`src/rtl/pwla_neuron_mac.sv`:
```
// -----------------------------------------------------------------------------
// pwla_neuron_mac
//
// Serial multiply-accumulate stage feeding the PWL sigmoid. One evaluation:
// capture the bias on start, accumulate N_INPUTS activation*weight products
// (one per in_valid/in_ready handshake), round half-up back to Q5.10, saturate
// to 16 bits and hold the result on a valid/ready output until it is consumed.
//
// Ports:
//   clk        rising-edge clock
//   reset_n    asynchronous active-low reset
//   start      begin an evaluation (sampled only while idle)
//   bias       signed Q5.10 bias, captured with start
//   in_valid   in_x/in_w pair is valid
//   in_ready   block accepts a pair this cycle (registered)
//   in_x       signed Q5.10 activation
//   in_w       signed Q5.10 weight
//   out_valid  out_x holds a finished result (registered)
//   out_ready  downstream accepts the result
//   out_x      signed Q5.10 rounded/saturated weighted sum (registered)
//   out_sat    out_x was clipped; meaningful while out_valid=1 (registered)
//   busy       an evaluation is in progress or a result is pending
// -----------------------------------------------------------------------------
module pwla_neuron_mac #(
    parameter int N_INPUTS = 8,
    parameter int FRAC     = 10,
    parameter int ACC_W    = 40
) (
    input  logic               clk,
    input  logic               reset_n,
    input  logic               start,
    input  logic signed [15:0] bias,
    input  logic               in_valid,
    output logic               in_ready,
    input  logic signed [15:0] in_x,
    input  logic signed [15:0] in_w,
    output logic               out_valid,
    input  logic               out_ready,
    output logic signed [15:0] out_x,
    output logic               out_sat,
    output logic               busy
);

    // Wide enough to hold the value N_INPUTS itself.
    localparam int CNT_W = $clog2(N_INPUTS + 1);

    localparam logic signed [ACC_W-1:0] ROUND_HALF = ACC_W'(2 ** (FRAC - 1));
    localparam logic signed [ACC_W-1:0] SAT_MAX    = ACC_W'(32767);
    localparam logic signed [ACC_W-1:0] SAT_MIN    = ACC_W'(-32768);

    typedef enum logic [1:0] {
        IDLE,
        ACCUM,
        ROUND,
        HOLD
    } state_t;

    state_t state, state_next;

    logic signed [ACC_W-1:0] acc;
    logic [CNT_W-1:0]        count;

    logic                    in_fire;
    logic                    out_fire;
    logic                    last_pair;
    logic signed [31:0]      product;
    logic signed [ACC_W-1:0] product_ext;
    logic signed [ACC_W-1:0] bias_acc;
    logic signed [ACC_W-1:0] rounded;

    assign in_fire   = in_valid & in_ready;
    assign out_fire  = out_valid & out_ready;
    assign last_pair = in_fire && (count == CNT_W'(N_INPUTS - 1));

    // Size casts of signed operands sign-extend, so the 32-bit product is exact.
    assign product     = 32'(in_x) * 32'(in_w);
    assign product_ext = ACC_W'(product);
    // Bias moves from Q5.10 to the Q.20 scale of the products.
    assign bias_acc    = ACC_W'(bias) <<< FRAC;
    // Round half-up: add half an output LSB, then floor via arithmetic shift.
    assign rounded     = (acc + ROUND_HALF) >>> FRAC;

    assign busy = (state != IDLE);

    // State register.
    always_ff @(posedge clk or negedge reset_n) begin
        if (!reset_n) begin
            state <= IDLE;
        end else begin
            // NOTE: flops are always written with <= so every process sees the
            // pre-edge value of every other flop, independent of process order.
            state <= state_next;
        end
    end

    // Next-state logic.
    always_comb begin
        // NOTE: assigning the default before the case keeps every path covered,
        // so no latch is inferred when a branch leaves the state unchanged.
        state_next = state;
        case (state)
            IDLE:    if (start)     state_next = ACCUM;
            ACCUM:   if (last_pair) state_next = ROUND;
            ROUND:                  state_next = HOLD;
            HOLD:    if (out_fire)  state_next = IDLE;
            default:                state_next = IDLE;
        endcase
    end

    // Datapath and registered outputs.
    always_ff @(posedge clk or negedge reset_n) begin
        if (!reset_n) begin
            // NOTE: the accumulator and counter are reset too, so a partial sum
            // cut short by reset can never leak into a later evaluation.
            acc       <= '0;
            count     <= '0;
            in_ready  <= 1'b0;
            out_x     <= '0;
            out_sat   <= 1'b0;
            out_valid <= 1'b0;
        end else begin
            case (state)
                IDLE: begin
                    if (start) begin
                        acc      <= bias_acc;
                        count    <= '0;
                        in_ready <= 1'b1;
                    end
                end
                ACCUM: begin
                    if (in_fire) begin
                        acc   <= acc + product_ext;
                        count <= count + 1'b1;
                        if (last_pair) begin
                            in_ready <= 1'b0;
                        end
                    end
                end
                ROUND: begin
                    if (rounded > SAT_MAX) begin
                        out_x   <= 16'sh7fff;
                        out_sat <= 1'b1;
                    end else if (rounded < SAT_MIN) begin
                        out_x   <= 16'sh8000;
                        out_sat <= 1'b1;
                    end else begin
                        out_x   <= rounded[15:0];
                        out_sat <= 1'b0;
                    end
                    out_valid <= 1'b1;
                end
                HOLD: begin
                    if (out_fire) begin
                        out_valid <= 1'b0;
                    end
                end
                default: ;
            endcase
        end
    end

endmodule

```
`config.mk`:
```
export PLATFORM = sky130hd
export DESIGN_NAME = pwla_neuron_mac
export DESIGN_NICKNAME = d
export VERILOG_FILES = /design/src/rtl/pwla_neuron_mac.sv
export SDC_FILE = /design/constraint.sdc
export NUM_CORES = 1
export LEC_CHECK = 0
export ABC_AREA = 0
export BUFFER_PORTS_ARGS = -buffer_cell sky130_fd_sc_hd__buf_2
export CORE_ASPECT_RATIO = 0.6
export CORE_MARGIN = 8
export CORE_UTILIZATION = 60
export CTS_CLUSTER_SIZE = 20
export DETAILED_ROUTE_END_ITERATION = 10
export HOLD_SLACK_MARGIN = 0.05
export MAX_ROUTING_LAYER = met4
export PLACE_DENSITY = 0.79
export SETUP_SLACK_MARGIN = 0.02
export SLEW_MARGIN = 20
export SYNTH_ARGS = -nofsm -noshare
export SYNTH_HDL_FRONTEND = slang
export SYNTH_SLANG_ARGS = --single-unit
```
`constraint.sdc`:
```
create_clock -name clk -period 7.7 [get_ports clk]
set_input_delay 0.385 -clock clk [delete_from_list [all_inputs] [get_ports clk]]
set_output_delay 0.385 -clock clk [all_outputs]
set_load 0.005 [all_outputs]
```
==> impl_metrics.ini <==
[outcome]
status = finished clean

[synthesis]
synth.cell_area_um2 = 15900
synth_top_family_by_area = adder cells
synth-edff-count = 0
ys_types = 71
syn_inst = 1731
synthFlopType = dfrtp_1
synthArstFlopShare_pct = 100
synth_compound_area_share_pct = 8.94
synth_commonest_cells = inv_1, fa_1, nand2_1, ha_1, and2_1
synth_xor_area_share_pct = 3.31
synthSimpleGateAreaFrac_pct = 14.1
yosys-top-cells-area = fa_1, dfrtp_1, inv_1
ys_ff_latch = 65
ys_seq_area_share_pct = 10.3
synthMostInstantiatedCell = inv_1
synth_mux_area_share_pct = 0.836
syn_nets = 2235
synth_top_area_cell = fa_1
synthAdderAreaFrac_pct = 51.2
yosysWarnings = 0
synth_top_area_share_pct = 41.7
avgSynthCellArea_um2 = 9.16

[setup_path]
worstSetupPathType = in -> reg
critPathLaunch = in_w[1]
required_ns = 7.93
worstPathArrival_ns = 7.44
cp-start-kind = input pin
crit_path_end_kind = flip-flop
r2r_start = acc[15]$_DFFE_PN0P_
path_max_fanout = 16

[place]
gp_congestion = 0.949
numPortBuffers = 72
hpwl_um = 31300

[floorplanning]
start_util_pct = 60.6
pin_count = 73
row_count = 46
dieArea_um2 = 32100
die_w_um = 226
core_area_um2 = 26200
die_h_um = 142

[detailed_routing]
wl_per_cell_um = 17.4
postRouteAntennaNets = 0
wl_um = 37200
drtIter0Drc = 914
firstDrtPassIters = 5
drc = 0
num_vias = 11900
vias_per_cell = 5.57

[clock_tree]
cts_resized = 0
clock_path_buffers = 2
clkLatencyLatePin_ns = 0.34
clk_pin_slew_ns = 0.06
postCtsSetupRepairBufs = 0
cts_sinks = 65
cts_tree = yes
ctsRootBufferMaster = clkbuf_16
htree_num_levels = 3
numCtsBuffers = 9
hold_buffers = 0

[global_routing]
use_met1_pct = 34.2
grt.busiest_layer = met2
grtUsageTotal_pct = 25.6
grt_first_pass_wirelength_um = 64200
gr-total-overflow = 0
use_met2_pct = 41.1
grt_antenna_before_repair = 0
globalRouteMet3Util_pct = 3.79
grt_pass1_vias = 13100
grt_max_degree = 66

[finish]
n_antenna_cell = 0
synthToLayoutAreaGrowth_pct = 6.19
drive_gt1_share_pct = 7.33
fin_nets = 2273

[timing]
worstMarginPinSlew_ns = 1.11
fmax_ghz = 0.139
finalClockSkew_ns = 0.00947
rsz0062_at_grt = no
finalCriticalPeriod_ns = 7.21
hold_viol = 0
finalSetupViolCount = 0
finalSetupTns_ns = 0
min_period_over_period_pct = 93.6
maxSlewViolCount = 0
maxSlewHeadroom_pct = 25.9

[flow_run]
drv_cap = 0

[hold_path]
hp-class = in -> async
registers in the layout, summed over array words and instances (netlist names):
register / count
acc: 40
count: 4
in_ready: 1
out_sat: 1
out_valid: 1
out_x: 16
state: 2
kinds of logic after synthesis:
group / Yosys count
flip-flops: 65
AND/OR/NAND/NOR: 444
buffers and inverters: 477
AO/OA/AOI/OAI: 222
multiplexers: 12
adder cells (fa/ha/maj): 451
XOR/XNOR: 60
worst max-delay path, stage by stage:
cell,delay [ns]
buf_2,0.20
nand2_1,0.18
inv_1,0.09
fa_1,0.64
inv_1,0.17
fa_1,0.52
fa_1,0.51
inv_1,0.05
fa_1,0.46
fa_1,0.55
inv_1,0.05
fa_1,0.53
inv_1,0.04
ha_1,0.35
a21oi_1,0.33
o211ai_1,0.16
a221o_1,0.37
a31oi_1,0.43
o311a_1,0.32
o31ai_1,0.11
o21ai_1,0.18
a21boi_1,0.13
or4_1,0.41
a32o_1,0.26
layer usage:
layer  wire length, um  part of all wire (%)  vias to the layer above
li1                  -                     -                     5364
met1             15900                    43                     6031
met2             17700                    48                      415
met3              2610                   7.0                       66
met4               992                   2.7                        0
met5                 0                     0                        -
area by class of cell:
cell class | instances | area [um2]
multi-input combinational | 1189 | 12400
inverter | 420 | 1580
fill | 2097 | 9350
tap | 360 | 450
timing repair buffer | 84 | 450
clock inverter | 6 | 67.6
sequential | 65 | 1630
clock buffer | 10 | 239
path summary, 6_finish.rpt:
path                       depth (start not counted)  slack, ns                     to
max                                               24       0.49    acc[38]$_DFFE_PN0P_
min                                                2       0.22     acc[5]$_DFFE_PN0P_
max reg2reg                                       20       1.40    acc[38]$_DFFE_PN0P_
min reg2reg                                        1       0.48  out_x[12]$_DFFE_PN0P_
max in group asynchronous                          2       6.93    acc[25]$_DFFE_PN0P_
min in group clk                                   2       0.29  out_valid$_DFFE_PN0P_
through the flow:
stage / area, um2 / hold WS, ns / setup WS (ns) / instances / util [%]
global placement: 16500 / 0.465 / 0.497 / 2118 / 63.1
floorplan: 15900 / 0.0894 / 1.00 / 1731 / -
global route: 16800 / 0.291 / 0.167 / 2134 / 64.3
CTS: 16800 / 0.267 / 0.558 / 2134 / 64.3
finish: 16800 / 0.216 / 0.495 / 2134 / 64.3
detailed placement: 16500 / 0.467 / 0.229 / 2118 / 63.1
cells in the final DEF (no fill, tap or decap), drive strengths merged, types with 4 or more instances in the layout:
cell type / synthesis / routed
nor2: 52 / 52
o21bai: 7 / 7
dfrtp: 65 / 65
xor2: 27 / 27
or2: 7 / 7
o31ai: 6 / 6
inv: 419 / 419
nor3: 10 / 10
o21ai: 65 / 65
and3: 6 / 6
a22oi: 21 / 21
o21a: 5 / 5
nor4: 4 / 4
o211ai: 4 / 4
nand3b: 8 / 8
nand3: 30 / 30
a21oi: 55 / 55
buf: 4 / 84
a211oi: 6 / 6
xnor2: 33 / 33
nand2: 189 / 189
fa: 330 / 330
a31oi: 5 / 5
a21o: 21 / 21
ha: 121 / 121
clkinv: 1 / 4
clkbuf: 53 / 10
and2: 113 / 113
mux2: 10 / 10
nand4: 10 / 10
Power is left out: the tool's default activity adds up to more than one toggle a clock period on the data nets, which glitch-free logic cannot reach.
